$ cat src/rtl/scoreboard_hazard_unit_if.sv
// rtl/scoreboard_hazard_unit_if.sv - issue/response bundle between ID stage and the register scoreboard
interface scoreboard_hazard_unit_if #(
    parameter int ADDR_W = 5,
    parameter int CNT_W  = 3
);
    logic              issue_valid_i;
    logic [ADDR_W-1:0] issue_rs_i;
    logic              issue_rs_used_i;
    logic [ADDR_W-1:0] issue_rt_i;
    logic              issue_rt_used_i;
    logic              issue_wr_i;
    logic [ADDR_W-1:0] issue_rd_i;
    logic [CNT_W-1:0]  issue_lat_i;
    logic              flush_i;
    logic              stall_o;
    logic              issue_fire_o;
    logic [CNT_W-1:0]  fwd_rs_o;
    logic [CNT_W-1:0]  fwd_rt_o;
    logic [ADDR_W:0]   busy_cnt_o;
    logic [31:0]       stall_cycles_o;

    modport master (
        output issue_valid_i, issue_rs_i, issue_rs_used_i, issue_rt_i, issue_rt_used_i,
        output issue_wr_i, issue_rd_i, issue_lat_i, flush_i,
        input  stall_o, issue_fire_o, fwd_rs_o, fwd_rt_o, busy_cnt_o, stall_cycles_o
    );

    modport slave (
        input  issue_valid_i, issue_rs_i, issue_rs_used_i, issue_rt_i, issue_rt_used_i,
        input  issue_wr_i, issue_rd_i, issue_lat_i, flush_i,
        output stall_o, issue_fire_o, fwd_rs_o, fwd_rt_o, busy_cnt_o, stall_cycles_o
    );
endinterface

$ cat src/rtl/scoreboard_hazard_unit.sv
// rtl/scoreboard_hazard_unit.sv - per-register countdown scoreboard deciding regfile/bypass/stall in ID
module scoreboard_hazard_unit #(
    parameter int ADDR_W   = 5,
    parameter int MAX_LAT  = 4,
    parameter int FWD_WIN  = 2,
    parameter int ZERO_REG = 1
) (
    input  logic                    clk_i,
    input  logic                    rst_i,
    scoreboard_hazard_unit_if.slave bus
);
    localparam int NUM_REGS = 2 ** ADDR_W;
    localparam int CNT_W    = $clog2(MAX_LAT + 1);
    localparam logic [CNT_W-1:0] MAX_CNT = CNT_W'(MAX_LAT);

    logic [CNT_W-1:0] cnt_q [NUM_REGS];
    logic [CNT_W-1:0] cnt_d [NUM_REGS];
    logic [ADDR_W:0]  busy_q;
    logic [ADDR_W:0]  busy_d;
    logic [31:0]      stall_cnt_q;
    logic [CNT_W-1:0] lat_eff;
    logic [CNT_W:0]   chk_rs;
    logic [CNT_W:0]   chk_rt;
    logic             waw;
    logic             stall;
    logic             fire;

    function automatic logic is_zero_reg(input logic [ADDR_W-1:0] a);
        return (ZERO_REG != 0) && (a == '0);
    endfunction

    // Returns {raw_stall, fwd_tap}; a pending write inside the bypass window is forwarded, beyond it stalls.
    function automatic logic [CNT_W:0] check_operand(input logic used, input logic [ADDR_W-1:0] a,
                                                     input logic [CNT_W-1:0] c);
        logic [CNT_W:0] res;
        res = '0;
        if (used && !is_zero_reg(a) && (c != '0)) begin
            if (int'(c) <= FWD_WIN) res = {1'b0, c};
            else                    res = {1'b1, {CNT_W{1'b0}}};
        end
        return res;
    endfunction

    // Effective latency: zero means one cycle, anything above the maximum is clamped.
    always_comb begin
        lat_eff = bus.issue_lat_i;
        if (bus.issue_lat_i == '0)          lat_eff = CNT_W'(1);
        else if (bus.issue_lat_i > MAX_CNT) lat_eff = MAX_CNT;
    end

    // Hazard decision from the pre-update scoreboard; WAW stalls if the older write would land at/after ours.
    always_comb begin
        chk_rs = check_operand(bus.issue_rs_used_i, bus.issue_rs_i, cnt_q[bus.issue_rs_i]);
        chk_rt = check_operand(bus.issue_rt_used_i, bus.issue_rt_i, cnt_q[bus.issue_rt_i]);
        waw    = bus.issue_wr_i && !is_zero_reg(bus.issue_rd_i) && (cnt_q[bus.issue_rd_i] >= lat_eff);
        stall  = bus.issue_valid_i && (chk_rs[CNT_W] || chk_rt[CNT_W] || waw);
        fire   = bus.issue_valid_i && !stall && !bus.flush_i && !rst_i;
    end

    // Next countdown per register: a new write overrides the decrement; also counts busy entries.
    always_comb begin
        busy_d = '0;
        for (int r = 0; r < NUM_REGS; r++) begin
            cnt_d[r] = (cnt_q[r] != '0) ? cnt_q[r] - 1'b1 : '0;
            if (fire && bus.issue_wr_i && !is_zero_reg(bus.issue_rd_i) && (bus.issue_rd_i == ADDR_W'(r)))
                cnt_d[r] = lat_eff - 1'b1;
            if (cnt_d[r] != '0) busy_d = busy_d + 1'b1;
        end
    end

    // Scoreboard state and busy count move together so busy_cnt_o always matches the array.
    always_ff @(posedge clk_i) begin
        if (rst_i) begin
            for (int r = 0; r < NUM_REGS; r++) cnt_q[r] <= '0;
            busy_q <= '0;
        end else begin
            for (int r = 0; r < NUM_REGS; r++) cnt_q[r] <= cnt_d[r];
            busy_q <= busy_d;
        end
    end

    // Saturating count of real stall cycles; flushed instructions do not count.
    always_ff @(posedge clk_i) begin
        if (rst_i)
            stall_cnt_q <= '0;
        else if (bus.issue_valid_i && stall && !bus.flush_i && (stall_cnt_q != 32'hFFFF_FFFF))
            stall_cnt_q <= stall_cnt_q + 32'd1;
    end

    assign bus.stall_o        = stall;
    assign bus.issue_fire_o   = fire;
    assign bus.fwd_rs_o       = chk_rs[CNT_W-1:0];
    assign bus.fwd_rt_o       = chk_rt[CNT_W-1:0];
    assign bus.busy_cnt_o     = busy_q;
    assign bus.stall_cycles_o = stall_cnt_q;
endmodule

$ cat src/flat_wrapper.sv
// flat-port wrapper written by rule: the top's interface ports become plain ports
module scoreboard_hazard_unit_flat 
#(
    parameter int ADDR_W   = 5,
    parameter int MAX_LAT  = 4,
    parameter int FWD_WIN  = 2,
    parameter int ZERO_REG = 1
)
  (clk_i, rst_i, bus_issue_valid_i, bus_issue_rs_i, bus_issue_rs_used_i, bus_issue_rt_i, bus_issue_rt_used_i, bus_issue_wr_i, bus_issue_rd_i, bus_issue_lat_i, bus_flush_i, bus_stall_o, bus_issue_fire_o, bus_fwd_rs_o, bus_fwd_rt_o, bus_busy_cnt_o, bus_stall_cycles_o);
  scoreboard_hazard_unit_if #(.ADDR_W(ADDR_W), .CNT_W(3)) bus_i ();
  input  logic clk_i;
  input  logic rst_i;
  input wire logic [$bits(bus_i.issue_valid_i)-1:0] bus_issue_valid_i;
  input wire logic [$bits(bus_i.issue_rs_i)-1:0] bus_issue_rs_i;
  input wire logic [$bits(bus_i.issue_rs_used_i)-1:0] bus_issue_rs_used_i;
  input wire logic [$bits(bus_i.issue_rt_i)-1:0] bus_issue_rt_i;
  input wire logic [$bits(bus_i.issue_rt_used_i)-1:0] bus_issue_rt_used_i;
  input wire logic [$bits(bus_i.issue_wr_i)-1:0] bus_issue_wr_i;
  input wire logic [$bits(bus_i.issue_rd_i)-1:0] bus_issue_rd_i;
  input wire logic [$bits(bus_i.issue_lat_i)-1:0] bus_issue_lat_i;
  input wire logic [$bits(bus_i.flush_i)-1:0] bus_flush_i;
  output wire logic [$bits(bus_i.stall_o)-1:0] bus_stall_o;
  output wire logic [$bits(bus_i.issue_fire_o)-1:0] bus_issue_fire_o;
  output wire logic [$bits(bus_i.fwd_rs_o)-1:0] bus_fwd_rs_o;
  output wire logic [$bits(bus_i.fwd_rt_o)-1:0] bus_fwd_rt_o;
  output wire logic [$bits(bus_i.busy_cnt_o)-1:0] bus_busy_cnt_o;
  output wire logic [$bits(bus_i.stall_cycles_o)-1:0] bus_stall_cycles_o;
  assign bus_i.issue_valid_i = bus_issue_valid_i;
  assign bus_i.issue_rs_i = bus_issue_rs_i;
  assign bus_i.issue_rs_used_i = bus_issue_rs_used_i;
  assign bus_i.issue_rt_i = bus_issue_rt_i;
  assign bus_i.issue_rt_used_i = bus_issue_rt_used_i;
  assign bus_i.issue_wr_i = bus_issue_wr_i;
  assign bus_i.issue_rd_i = bus_issue_rd_i;
  assign bus_i.issue_lat_i = bus_issue_lat_i;
  assign bus_i.flush_i = bus_flush_i;
  assign bus_stall_o = bus_i.stall_o;
  assign bus_issue_fire_o = bus_i.issue_fire_o;
  assign bus_fwd_rs_o = bus_i.fwd_rs_o;
  assign bus_fwd_rt_o = bus_i.fwd_rt_o;
  assign bus_busy_cnt_o = bus_i.busy_cnt_o;
  assign bus_stall_cycles_o = bus_i.stall_cycles_o;
  scoreboard_hazard_unit #(.ADDR_W(ADDR_W), .MAX_LAT(MAX_LAT), .FWD_WIN(FWD_WIN), .ZERO_REG(ZERO_REG)) u_core (.clk_i(clk_i), .rst_i(rst_i), .bus(bus_i));
endmodule
$ cat config.mk
export PLATFORM = sky130hd
export DESIGN_NAME = scoreboard_hazard_unit_flat
export DESIGN_NICKNAME = d
export VERILOG_FILES = /design/src/rtl/scoreboard_hazard_unit_if.sv /design/src/rtl/scoreboard_hazard_unit.sv /design/src/flat_wrapper.sv
export SDC_FILE = /design/constraint.sdc
export NUM_CORES = 1
export LEC_CHECK = 0
export ABC_AREA = 1
export CAP_MARGIN = 5
export CORE_MARGIN = 1
export CORE_UTILIZATION = 45
export CTS_CLUSTER_SIZE = 8
export DETAILED_ROUTE_END_ITERATION = 10
export GPL_TIMING_DRIVEN = 0
export HOLD_SLACK_MARGIN = 0.08
export RECOVER_POWER = 100
export SLEW_MARGIN = 20
export SYNTH_ARGS = -nofsm -noshare
export SYNTH_HDL_FRONTEND = slang
export SYNTH_SLANG_ARGS = --single-unit
$ cat constraint.sdc
create_clock -name clk_i -period 22.2 [get_ports clk_i]
set_input_delay 2.22 -clock clk_i [delete_from_list [all_inputs] [get_ports clk_i]]
set_output_delay 2.22 -clock clk_i [all_outputs]
set_load 0.05 [all_outputs]
After elaboration in Yosys (flattened, before gate mapping):

Memory sizes are Yosys's and may differ from the RTL's.
Cells that the tools add are included.

* add/sub/neg operators: 65
* order comparisons: 4
* equal/unequal tests: 32
* mux-type cells: 137
* bitwise logic cells: 32
* reduce and logical (&&, ||, !) cells: 125

Operators by type and width (count)
* 3-bit 2-to-1 mux: 98
* 3-bit nonzero test: 66
* 6-bit 2-to-1 mux: 31
* 6-bit by 1-bit adder with 6-bit output (second input constant): 30
* 3-bit by 1-bit subtractor with 3-bit output (second input constant): 33
* 5-bit equality test (second input constant): 16
* 1-bit logical AND: 47
* 5-bit by 4-bit equality test with 1-bit output (second input constant): 8
* 32-bit by 1-bit adder with 32-bit output (second input constant): 1
* 32-bit inequality test (second input constant): 1
* 1-bit bitwise OR: 32
* 5-bit by 3-bit equality test with 1-bit output (second input constant): 4
* 4-bit 2-to-1 mux: 4
* 5-bit logical NOT: 3
* 5-bit by 2-bit equality test with 1-bit output (second input constant): 2
* 3-bit by 2-bit less-or-equal comparator with 1-bit output (second input constant): 2
* 1-bit logical NOT: 6
* 5-bit by 1-bit equality test with 1-bit output (second input constant): 1
* 1-bit 2-to-1 mux: 4
* 3-bit >= comparator: 1
* 3-bit > comparator (second input constant): 1
* 3-bit logical NOT: 1
* 1-bit by 1-bit adder with 2-bit output (second input constant): 1
* 1-bit logical OR: 2

* register bits: 38
* bits in writable memories: 96
* input port bits: 25
* output and inout port bits: 46
* logic and storage cells: 398
* memories kept: 1

Memories
* u_core.cnt_q: words 32, width 3, read ports 35, clocked after Yosys merged registers in 0, wr ports 32, RTL line scoreboard_hazard_unit.sv:16 `logic [CNT_W-1:0] cnt_q [NUM_REGS];`

Depth between registers and ports, before layout:

Gate-level depths: netlist of run 1.

* depth in word-level cells: 80
* mapped depth: 125
* gate-level depth less buffers: 121

Least setup slack after synthesis of run 1:

OpenSTA, ideal clock, no wires.

* path kind: input to register
* start point: input port bus_issue_rd_i[0]
* end point: register u_core.busy_q[5] (netlist: u_core.bus.busy_cnt_o[5])
* setup time: 0.116 ns
* data arrival time: 19.136 ns
* required time: 22.084 ns
* setup slack: 2.948 ns
* stages on the path: 123
* buffers on the path: 5
* path through: clkbuf_1 -> nor2_1 -> clkbuf_1 -> a22oi_1 -> o221ai_1 -> a21oi_1 -> o2111ai_1 -> o21ai_0 -> ha_1 -> inv_1 -> nand2_1 -> a21oi_1 -> nor2_1 -> o21ai_1 -> nand4_2 -> nor2_4 -> buf_6 -> clkbuf_1 -> [... 87 more ...] -> nand2_1 -> ha_1 -> nand2_1 -> nand2_1 -> ha_1 -> or2_2 -> o21ai_0 -> inv_1 -> ha_1 -> nand2_1 -> o21ai_1 -> nand3_1 -> nor2_2 -> nand3_1 -> nor2_2 -> nand3_1 -> nand2_1 -> nor2_2

* cells in the longest elaborated chain, start to end: 78
* elaborated cells on any way between the ends: 204
* those cells by class: add/sub: 31; order compare: 1; eq/ne: 31; mux: 64; reduce/logical: 76; memory: 1

Ends and longest elaborated chain
* start, declared: RTL line flat_wrapper.sv:19 `input wire logic [$bits(bus_i.issue_rd_i)-1:0] bus_issue_rd_i;`
* branches (longest 77 deep; another with memory 32 x 3 bit)
* 6-bit 2-to-1 mux (*): RTL line scoreboard_hazard_unit.sv:67 `if (cnt_d[r] != '0) busy_d = busy_d + 1'b1;`
* end signal, assigned: RTL line scoreboard_hazard_unit.sv:78 `busy_q <= busy_d;`
* end, declared: RTL line scoreboard_hazard_unit.sv:18 `logic [ADDR_W:0] busy_q;`

Every way passes the cells marked *.
A chain may end at the register's enable or synchronous reset.

Final worst setup path of run 1:

* start point: input port bus_issue_rd_i[3]
* end point: register u_core.busy_q[5] (netlist: u_core.bus.busy_cnt_o[5])

The elaborated chain is that of the path after synthesis.

==> flow_summary.ini, run 1 <==
[clock_network]
tritoncts = built
cts_root_buffer = sky130_fd_sc_hd__clkbuf_16
numClockSinks = 134
cts_buffer_depth = 2
cts.reportedPaths.clkPinSlew_ns = 0.07
post_cts_hold_buffers = 0
htree_num_levels = 4
cts_bufs_inserted = 17
clock_insertion_delay_worst_skew_ns = 0.47

[global_routing]
first_pass_grt_wire_length_um = 82600
grt_remaining_overflow = 0
grt_usage = 0.331
grt_pass1_vias = 15100
grt_max_degree = 17
antenna_found_initial = 1

[logic_synthesis]
leading_cell_types_by_total_area_after_synthesis = sky130_fd_sc_hd__dfxtp_1 (19%), sky130_fd_sc_hd__nand2_1 (19%), sky130_fd_sc_hd__inv_1 (12%)
synth-main-ff-cell = sky130_fd_sc_hd__dfxtp_1
synth_area_per_cell_um2 = 5.55
post_synth_inst_count = 2552
syn_area_mm2 = 0.0142
synth_common_cells = sky130_fd_sc_hd__nand2_1 (703), sky130_fd_sc_hd__inv_1 (463), sky130_fd_sc_hd__nand3_1 (333)
synth.most_common_cell = sky130_fd_sc_hd__nand2_1
yosysWarnings = 0
postSynthRegisterBits = 134
synth_largest_area_cell = sky130_fd_sc_hd__dfxtp_1
postSynth.asyncResetShare = 0
number_of_flops_mapped_to_enable_cells_by_yosys = 0
synth_top_area_share = 0.189
synth_cell_types = 47
part_of_the_yosys_area_used_for_sequential_elements = 0.189

[placed_design]
detailed_place.area_mm2 = 0.0153
pre_cts_slack_ns = -0.946
finalWeightedCongestion = 1.03
portBuffers = 63
detailedPlacementHpwl_um = 41600

[power_and_ir_drop]
power_density_mw_per_mm2 = 41.0
clock_power_share = 0.472
vdd.ir_drop.worst_uv = 57.5
comb_power_share = 0.160
seq_power_share = 0.369
p_leak_uw = 0.00839
power_report.internal_total_uw = 447
p_sw_uw = 208
power_switching_share = 0.317

[layout]
multiInputGateArea_mm2 = 0.00936
postLayoutCellArea_mm2 = 0.0160
layout.area.seq_mm2 = 0.00268
antenna-diode-count = 0
final_layout_size_suffix_gt1_frac = 0.0596
filler_cell_count = 3313
area_growth_syn_to_fin_pct = 12.9
nNetsFinal = 2762

[sta]
finalSetupViolCount = 0
timing_hold_violations_final = 0
fmax_mhz = 48.2
fin_worst_hold_slack_ns = 0.483
final_min_period_over_clock_period = 0.934
tightest_slew_ns = 0.957
finalWorstSetupSlack_ns = 1.46
timing.max_slew.rel_slack = 0.362
finalMaxSlewViolations = 0
totalNegativeSetupSlack_ns = 0
final_period_minus_worst_setup_slack_ns = 20.74
fin_worst_skew_ns = 0.0182

[setup_path]
crit_top_cell = sky130_fd_sc_hd__nand2_1
crit_path_max_incr_delay_ns = 0.53
worstSetupPathType = in2reg
critical-path-slowest-cell = sky130_fd_sc_hd__nor2_2
cp.required_ns = 22.55
critical_path.startpoint_type = primary input
cp_data_arrival_time_ns = 21.09
critical_path_peak_fanout = 19
critPathCaptureType = flip-flop

[route]
routed_via_density = 5.40
drtPass1Iterations = 10
ant_nets = 0
remaining_drcs = 0
totalWireLength_um = 53300
initialDrtViolationCount = 1652
via_count = 16400
wire_per_inst_um = 17.5

[die]
die_y_um = 179
io_pins = 71
rows = 64
die_width_um = 179
die-area_mm2 = 0.0322
core_region_mm2 = 0.0307
start_util = 0.461

[worst_hold_path]
worst_hold_path_type = reg2reg

[run_status]
run_status = completed

[job]
maxCapViolCount = 0
final timing paths:
path	from	end	slack, ns	depth (start not counted)
setup / recovery	bus_issue_rd_i[3]	u_core.bus.busy_cnt_o[5]$_SDFF_PP0_	1.46	120
hold / removal	u_core.bus.stall_cycles_o[30]$_SDFFE_PP0P_	u_core.bus.stall_cycles_o[30]$_SDFFE_PP0P_	0.48	1
setup reg to reg	u_core.cnt_q[29][1]$_SDFF_PP0_	u_core.bus.busy_cnt_o[5]$_SDFF_PP0_	3.66	119
hold reg to reg	u_core.bus.stall_cycles_o[30]$_SDFFE_PP0P_	u_core.bus.stall_cycles_o[30]$_SDFFE_PP0P_	0.48	1
kinds of logic after synthesis:
logic type	share of synthesized area
buffers and inverters	0.154
flip-flops	0.189
adder cells (fa/ha/maj)	0.0883
AO/OA/AOI/OAI	0.128
AND/OR/NAND/NOR	0.440
other	0.000265
XOR/XNOR	0.000618
power by group through the flow:
stage | registers (uW) | clock network, uW | logic, uW
2_1_floorplan | 249 | 0 | 57.6
3_3_place_gp | 247 | 0 | 99.5
3_5_place_dp | 247 | 0 | 100
4_1_cts | 242 | 312 | 101
5_1_grt | 242 | 322 | 111
6_report | 242 | 309 | 105
per-stage QoR:
step	utilization	power (uW)	instances
detailed placement	0.498	347	3012
global placement	0.497	346	3012
finish	0.520	655	3045
CTS	0.518	655	3044
global route	0.520	674	3045
floorplan	-	306	2553
repair_timing:
item                       CTS  global route
setup endpoints to repair    5             5
setup buffers                1             3
pin swaps                    1             1
gates resized for setup      3            45
placed cells by master, fill, tap and decap left out, types with 4 or more instances in the layout:
cell type / Yosys / layout
sky130_fd_sc_hd__a211oi_1: 4 / 4
sky130_fd_sc_hd__a21oi_1: 58 / 58
sky130_fd_sc_hd__a22oi_1: 9 / 9
sky130_fd_sc_hd__a31oi_1: 4 / 4
sky130_fd_sc_hd__buf_2: 21 / 22
sky130_fd_sc_hd__buf_4: 6 / 10
sky130_fd_sc_hd__buf_6: 7 / 7
sky130_fd_sc_hd__clkbuf_1: 39 / 27
sky130_fd_sc_hd__clkbuf_16: 0 / 17
sky130_fd_sc_hd__clkbuf_2: 0 / 10
sky130_fd_sc_hd__clkdlybuf4s50_1: 0 / 23
sky130_fd_sc_hd__dfxtp_1: 134 / 134
sky130_fd_sc_hd__dlygate4sd3_1: 0 / 39
sky130_fd_sc_hd__ha_1: 100 / 100
sky130_fd_sc_hd__inv_1: 463 / 463
sky130_fd_sc_hd__inv_2: 10 / 10
sky130_fd_sc_hd__nand2_1: 703 / 701
sky130_fd_sc_hd__nand2_2: 24 / 25
sky130_fd_sc_hd__nand3_1: 333 / 332
sky130_fd_sc_hd__nand3_2: 11 / 12
sky130_fd_sc_hd__nand3b_1: 13 / 13
sky130_fd_sc_hd__nand4_1: 23 / 24
sky130_fd_sc_hd__nor2_1: 265 / 262
sky130_fd_sc_hd__nor2_2: 5 / 8
sky130_fd_sc_hd__nor3_1: 43 / 41
sky130_fd_sc_hd__o211ai_1: 20 / 20
sky130_fd_sc_hd__o21a_1: 4 / 4
sky130_fd_sc_hd__o21ai_0: 163 / 159
sky130_fd_sc_hd__o21ai_1: 19 / 23
sky130_fd_sc_hd__o221ai_1: 7 / 5
sky130_fd_sc_hd__o22ai_1: 27 / 27
flip-flops by register name (all words and copies together), names as in the netlist:
register and flops:
u_core.bus.busy_cnt_o 6, u_core.cnt_q 96, u_core.bus.stall_cycles_o 32
worst max-delay path: cells and delay by family:
family	cells	cell delay, ns
AOI/OAI and AO/OA	7	1.14
adders and majority gates	30	8.75
buffers and inverters	12	1.88
and+or+nand+nor	71	7.04
layer usage:
layer	vias up	wire, um	global-route usage
li1	8264	-	-
met1	7476	24600	0.446
met2	594	22400	0.517
met3	104	4600	0.0744
met4	2	1650	0.122
met5	-	13	0
cell type report:
class,count,area share
multi-input cells,1867,0.585
flip-flops and latches,134,0.168
inverters,476,0.112
repair buffers,67,0.0410
well taps,396,0.0310
clock buffers,18,0.0275
plain buffers,74,0.0250
clock inverters,13,0.0107
Power figures use the tool's default switching activity.
==> run 2, diff against run 1 <==
--- a/config.mk
+++ b/config.mk
@@ -6,13 +6,17 @@
 export NUM_CORES = 1
 export LEC_CHECK = 0
 export ABC_AREA = 1
+export ABC_CLOCK_PERIOD_IN_PS = 22200
 export CAP_MARGIN = 5
+export CELL_PAD_IN_SITES_DETAIL_PLACEMENT = 0
+export CELL_PAD_IN_SITES_GLOBAL_PLACEMENT = 1
 export CORE_MARGIN = 1
-export CORE_UTILIZATION = 45
+export CORE_UTILIZATION = 43
 export CTS_CLUSTER_SIZE = 8
 export DETAILED_ROUTE_END_ITERATION = 10
 export GPL_TIMING_DRIVEN = 0
 export HOLD_SLACK_MARGIN = 0.08
+export PLACE_DENSITY_LB_ADDON = 0.1
 export RECOVER_POWER = 100
 export SLEW_MARGIN = 20
 export SYNTH_ARGS = -nofsm -noshare
==> run 2 against run 1 <==
First-iteration DRC count fell by 9.3%. Wire length rose by 1.1%. Via count barely moved. Clock skew fell by 0.0049 ns. Global-route usage fell by 0.92 points. Sequential cell count did not move. Non-clock buffer count fell by 2. Critical path type unchanged.
==> flow_summary.ini, run 2 (same netlist as run 1, synthesis figures left out) <==
[global_routing]
grt_remaining_overflow = 0
first_pass_grt_wire_length_um = 82500
antenna_found_initial = 1
grt_usage = 0.322
grt_pass1_vias = 15000
grt_max_degree = 20

[clock_network]
tritoncts = built
htree_num_levels = 4
cts_bufs_inserted = 17
cts.reportedPaths.clkPinSlew_ns = 0.07
numClockSinks = 134
cts_root_buffer = sky130_fd_sc_hd__clkbuf_16
clock_insertion_delay_worst_skew_ns = 0.46
cts_buffer_depth = 2

[layout]
largest_register = u_core.cnt_q
final_layout_size_suffix_gt1_frac = 0.0559
area_growth_syn_to_fin_pct = 12.9
largest_register_ff_count = 96
postLayoutCellArea_mm2 = 0.0160
layout_commonest_cell = sky130_fd_sc_hd__nand2_1
nNetsFinal = 2760
most-common-layout-cells = sky130_fd_sc_hd__nand2_1 (702), sky130_fd_sc_hd__inv_1 (463), sky130_fd_sc_hd__nand3_1 (332)

[power_and_ir_drop]
clock_power_share = 0.453
p_sw_uw = 205
power_report.internal_total_uw = 428
vdd.ir_drop.worst_uv = 56.7
power_switching_share = 0.324
p_leak_uw = 0.00834
seq_power_share = 0.382
comb_power_share = 0.166
power_density_mw_per_mm2 = 39.6

[setup_path]
critPathCaptureType = flip-flop
critical-path-slowest-cell = sky130_fd_sc_hd__clkdlybuf4s50_1
worstSetupPathType = in2reg
crit_top_cell = sky130_fd_sc_hd__nand2_1
cp_data_arrival_time_ns = 21.29
crit_path_max_incr_delay_ns = 0.54
cp.required_ns = 22.54
critical_path.startpoint_type = primary input
critical_path_peak_fanout = 28

[placed_design]
detailedPlacementHpwl_um = 42200
finalWeightedCongestion = 1.05
detailed_place.area_mm2 = 0.0154
portBuffers = 63

[sta]
finalSetupViolCount = 0
timing.max_slew.rel_slack = 0.323
tightest_slew_ns = 1.01
fin_worst_hold_slack_ns = 0.477
finalMaxSlewViolations = 0
fin_worst_skew_ns = 0.0133
timing_hold_violations_final = 0
final_min_period_over_clock_period = 0.944
totalNegativeSetupSlack_ns = 0
fmax_mhz = 47.7
final_period_minus_worst_setup_slack_ns = 20.95

[die]
die_width_um = 183
die_y_um = 183
start_util = 0.436
io_pins = 71
die-area_mm2 = 0.0337
rows = 66
core_region_mm2 = 0.0325

[route]
remaining_drcs = 0
initialDrtViolationCount = 1499
drtPass1Iterations = 6
via_count = 16400
ant_nets = 0
wire_per_inst_um = 17.4
routed_via_density = 5.32
totalWireLength_um = 53900

[worst_hold_path]
worst_hold_path_type = reg2reg

[job]
maxCapViolCount = 0

[run_status]
run_status = completed
[run 2: changes by cell type in the layout (fill, tap and decap cells not counted), moves of 2 or more]
cell,before,now
sky130_fd_sc_hd__buf_4,10,8
sky130_fd_sc_hd__bufinv_16,3,1
sky130_fd_sc_hd__clkbuf_1,27,30
sky130_fd_sc_hd__clkbuf_2,10,8
sky130_fd_sc_hd__clkbuf_4,2,0
sky130_fd_sc_hd__clkinvlp_4,1,3
sky130_fd_sc_hd__inv_6,3,0
sky130_fd_sc_hd__nor2_1,262,264
sky130_fd_sc_hd__nor2_2,8,5
sky130_fd_sc_hd__o221ai_1,5,7
sky130_fd_sc_hd__o221ai_2,2,0
[run 2: final timing paths]
check / depth (start not counted) / slack, ns / endpoint / start
hold / removal: 1 / 0.48 / u_core.bus.stall_cycles_o[30]$_SDFFE_PP0P_ / u_core.bus.stall_cycles_o[30]$_SDFFE_PP0P_
setup reg to reg: 118 / 3.98 / u_core.bus.busy_cnt_o[5]$_SDFF_PP0_ / u_core.cnt_q[16][2]$_SDFF_PP0_
hold reg to reg: 1 / 0.48 / u_core.bus.stall_cycles_o[30]$_SDFFE_PP0P_ / u_core.bus.stall_cycles_o[30]$_SDFFE_PP0P_
setup / recovery: 122 / 1.25 / u_core.bus.busy_cnt_o[5]$_SDFF_PP0_ / bus_issue_rd_i[1]
[run 2: timing repair]
| item | 4_1_cts | 5_1_grt |
|---|---|---|
| endpoints found under the setup margin | 5 | 5 |
| hold buffers | 0 | 0 |
| resized for setup | 1 | 32 |
| cloned | 0 | 0 |
| setup buffers | 1 | 1 |
| pin swaps | 1 | 1 |
[run 2: cell type report]
cell class / count / area [um2]
diodes: 1 / 2.50
plain buffers: 74 / 394
clock buffers: 19 / 453
clock inverters: 13 / 125
fillers: 3602 / 16500
inverters: 476 / 1790
multi-input cells: 1867 / 9350
flip-flops and latches: 134 / 2680
well taps: 442 / 553
repair buffers: 65 / 646
[run 2: per-stage QoR]
stage | worst slack (ns) | util | total power (uW) | cells
global route | -0.0121 | 0.493 | 654 | 3090
CTS | 0.227 | 0.491 | 635 | 3090
floorplan | 2.95 | - | 306 | 2553
detailed placement | -1.00 | 0.473 | 348 | 3058
global placement | -0.647 | 0.473 | 347 | 3058
finish | 1.25 | 0.493 | 633 | 3091
[run 2: worst max-delay path: cells and delay by family]
kind	cells	cell delay (ns)
adder cells (fa/ha/maj)	30	8.76
AND/OR/NAND/NOR	71	6.57
AO/OA/AOI/OAI	8	1.45
buffers and inverters	13	2.25
[run 2: power by group through the flow]
stage | Combinational [uW] | Clock (uW) | Sequential (uW)
finish | 105 | 286 | 242
global route | 112 | 301 | 241
CTS | 101 | 292 | 242
detailed placement | 101 | 0 | 247
global placement | 100 | 0 | 247
floorplan | 57.6 | 0 | 249
[run 2: metal layers]
metal,track usage,share of wire,up-vias
li1,-,-,8266
met1,0.440,0.46,7453
met2,0.500,0.42,607
met3,0.0634,0.083,113
met4,0.117,0.032,0
met5,0,0,-
==> run 3, diff against run 2 <==
--- a/config.mk
+++ b/config.mk
@@ -7,7 +7,6 @@
 export LEC_CHECK = 0
 export ABC_AREA = 1
 export ABC_CLOCK_PERIOD_IN_PS = 22200
-export CAP_MARGIN = 5
 export CELL_PAD_IN_SITES_DETAIL_PLACEMENT = 0
 export CELL_PAD_IN_SITES_GLOBAL_PLACEMENT = 1
 export CORE_MARGIN = 1
@@ -16,6 +15,7 @@
 export DETAILED_ROUTE_END_ITERATION = 10
 export GPL_TIMING_DRIVEN = 0
 export HOLD_SLACK_MARGIN = 0.08
+export MAX_ROUTING_LAYER = met4
 export PLACE_DENSITY_LB_ADDON = 0.1
 export RECOVER_POWER = 100
 export SLEW_MARGIN = 20
==> run 3 against run 2 <==
Via count grew 0.32%. Sequential cell count is the same. Count of clock-buffer cells in the layout is the same. Largest cell class unchanged. Total power grew 0.49%. Critical path type unchanged.
==> flow_summary.ini, run 3 (same netlist as run 1, synthesis figures left out) <==
[sta]
fmax_mhz = 48.0
final_period_minus_worst_setup_slack_ns = 20.81
finalWorstSetupSlack_ns = 1.39
tightest_slew_ns = 1.09
final_min_period_over_clock_period = 0.938
totalNegativeSetupSlack_ns = 0
rsz0062_at_grt = false
timing_hold_violations_final = 0
finalSetupViolCount = 0
fin_worst_skew_ns = 0.0167
finalMaxSlewViolations = 0
timing.max_slew.rel_slack = 0.271
fin_worst_hold_slack_ns = 0.486

[placed_design]
detailed_place.area_mm2 = 0.0154
finalWeightedCongestion = 1.02
portBuffers = 63
detailedPlacementHpwl_um = 43300
pre_cts_slack_ns = -1.19

[power_and_ir_drop]
p_leak_uw = 0.00838
clock_power_share = 0.456
vdd.ir_drop.worst_uv = 57.6
tot_pwr_uw = 636
comb_power_share = 0.164
seq_power_share = 0.380
p_sw_uw = 208
power_report.internal_total_uw = 428
power_density_mw_per_mm2 = 39.7
power_switching_share = 0.327

[clock_network]
cts.reportedPaths.clkPinSlew_ns = 0.06
cts_bufs_inserted = 17
htree_num_levels = 4
post_cts_hold_buffers = 0
tritoncts = built
cts_buffer_depth = 2
numClockSinks = 134
cts_root_buffer = sky130_fd_sc_hd__clkbuf_16
clock_insertion_delay_worst_skew_ns = 0.46

[setup_path]
worstSetupPathType = in2reg
regToRegStartpoint = u_core.cnt_q[18][0]$_SDFF_PP0_
cp.required_ns = 22.55
critical_path_peak_fanout = 19
cp_data_arrival_time_ns = 21.16
crit_path_max_incr_delay_ns = 0.36
crit_top_cell = sky130_fd_sc_hd__nand2_1
critPathCaptureType = flip-flop
worst_r2r_endpoint = u_core.bus.busy_cnt_o[5]$_SDFF_PP0_
rrSetupSlack_ns = 3.56
critical-path-slowest-cell = sky130_fd_sc_hd__o21ai_0
ff2ff_path_depth = 119
critical_path.startpoint_type = primary input

[route]
initialDrtViolationCount = 1618
drtPass1Iterations = 6
ant_nets = 0
routed_via_density = 5.33
via_count = 16500
remaining_drcs = 0
totalWireLength_um = 55100
wire_per_inst_um = 17.8

[worst_hold_path]
hold-path-cell-count = 2
worst_hold_path.endpoint = u_core.bus.stall_cycles_o[9]$_SDFFE_PP0P_
min_from = u_core.bus.stall_cycles_o[9]$_SDFFE_PP0P_
worst_hold_path_type = reg2reg

[layout]
postLayoutCellArea_mm2 = 0.0160
area_growth_syn_to_fin_pct = 13.0
layout_commonest_cell = sky130_fd_sc_hd__nand2_1
nNetsFinal = 2763
multiInputGateArea_mm2 = 0.00934
filler_cell_count = 3488
most-common-layout-cells = sky130_fd_sc_hd__nand2_1 (701), sky130_fd_sc_hd__inv_1 (462), sky130_fd_sc_hd__nand3_1 (333)
final_layout_size_suffix_gt1_frac = 0.0588
largest_register_ff_count = 96
layout.area.seq_mm2 = 0.00268
largest_register = u_core.cnt_q

[die]
core_region_mm2 = 0.0325
die_y_um = 183
die-area_mm2 = 0.0337
io_pins = 71
start_util = 0.436
rows = 66
die_width_um = 183

[global_routing]
grt_usage = 0.341
grt_remaining_overflow = 0
grt_pass1_vias = 15000
grt_max_degree = 17
antenna_found_initial = 2
first_pass_grt_wire_length_um = 84600

[job]
maxCapViolCount = 0

[run_status]
run_status = completed
## run 3: cell count changes in the layout (fill, tap and decap cells not counted), moves of 2 or more
| cell | previous run | this run |
|---|---|---|
| sky130_fd_sc_hd__inv_6 | 0 | 3 |
| sky130_fd_sc_hd__clkbuf_4 | 0 | 2 |
| sky130_fd_sc_hd__buf_4 | 8 | 11 |
| sky130_fd_sc_hd__nor2_2 | 5 | 7 |
| sky130_fd_sc_hd__o21ai_0 | 159 | 165 |
| sky130_fd_sc_hd__clkdlybuf4s50_1 | 24 | 17 |
| sky130_fd_sc_hd__dlygate4sd3_1 | 39 | 45 |
| sky130_fd_sc_hd__clkinv_4 | 4 | 1 |
| sky130_fd_sc_hd__clkbuf_2 | 8 | 10 |
| sky130_fd_sc_hd__clkbuf_1 | 30 | 27 |
| sky130_fd_sc_hd__o21ai_1 | 23 | 17 |
## run 3: worst max-delay path, delay by kind of cell
family	cells	cell delay [ns]
fa+ha+maj	30	8.83
compound gates	8	1.67
simple gates	70	6.39
buf+inv	14	1.99
## run 3: layout make-up
class,instances,area share
multi-input cells,1867,0.584
diodes,2,0.000313
clock inverters,13,0.00742
clock buffers,19,0.0283
inverters,476,0.112
well taps,442,0.0345
repair buffers,68,0.0414
flip-flops and latches,134,0.168
plain buffers,74,0.0249
## run 3: metrics by stage
stage | util | instances
6_report | 0.493 | 3095
5_1_grt | 0.493 | 3095
4_1_cts | 0.492 | 3090
3_5_place_dp | 0.473 | 3058
3_3_place_gp | 0.473 | 3058
2_1_floorplan | - | 2553
## run 3: how the worst max path moves through the flow
stage / startpoint / end / depth (start not counted)
after floorplan: bus_issue_rd_i[0] / u_core.bus.busy_cnt_o[5]$_SDFF_PP0_ / 123
after global placement: bus_issue_rd_i[1] / u_core.bus.busy_cnt_o[5]$_SDFF_PP0_ / 123
after detailed placement: bus_issue_rd_i[1] / u_core.bus.busy_cnt_o[5]$_SDFF_PP0_ / 122
after CTS: bus_issue_rd_i[1] / u_core.bus.busy_cnt_o[5]$_SDFF_PP0_ / 123
after global routing: bus_issue_rd_i[2] / u_core.bus.busy_cnt_o[4]$_SDFF_PP0_ / 119
final: bus_issue_rd_i[1] / u_core.bus.busy_cnt_o[5]$_SDFF_PP0_ / 122
## run 3: repair_timing
action,CTS,global route
endpoints found under the hold margin,0,0
buffers inserted,1,4
resized for setup,5,36
pin swaps,1,2
setup endpoints to repair,5,5
## run 3: metal layers
metal	part of all wire	track usage
met3	0.079	0.0537
met1	0.47	0.468
met5	0	-
met4	0.030	0.111
met2	0.42	0.508
## run 3: power by group through the flow
stage,sequential [uW],clock [uW],combinational [uW]
6_report,242,290,104
3_3_place_gp,247,0,100
5_1_grt,242,302,112
3_5_place_dp,247,0,101
4_1_cts,242,291,101
2_1_floorplan,249,0,57.6
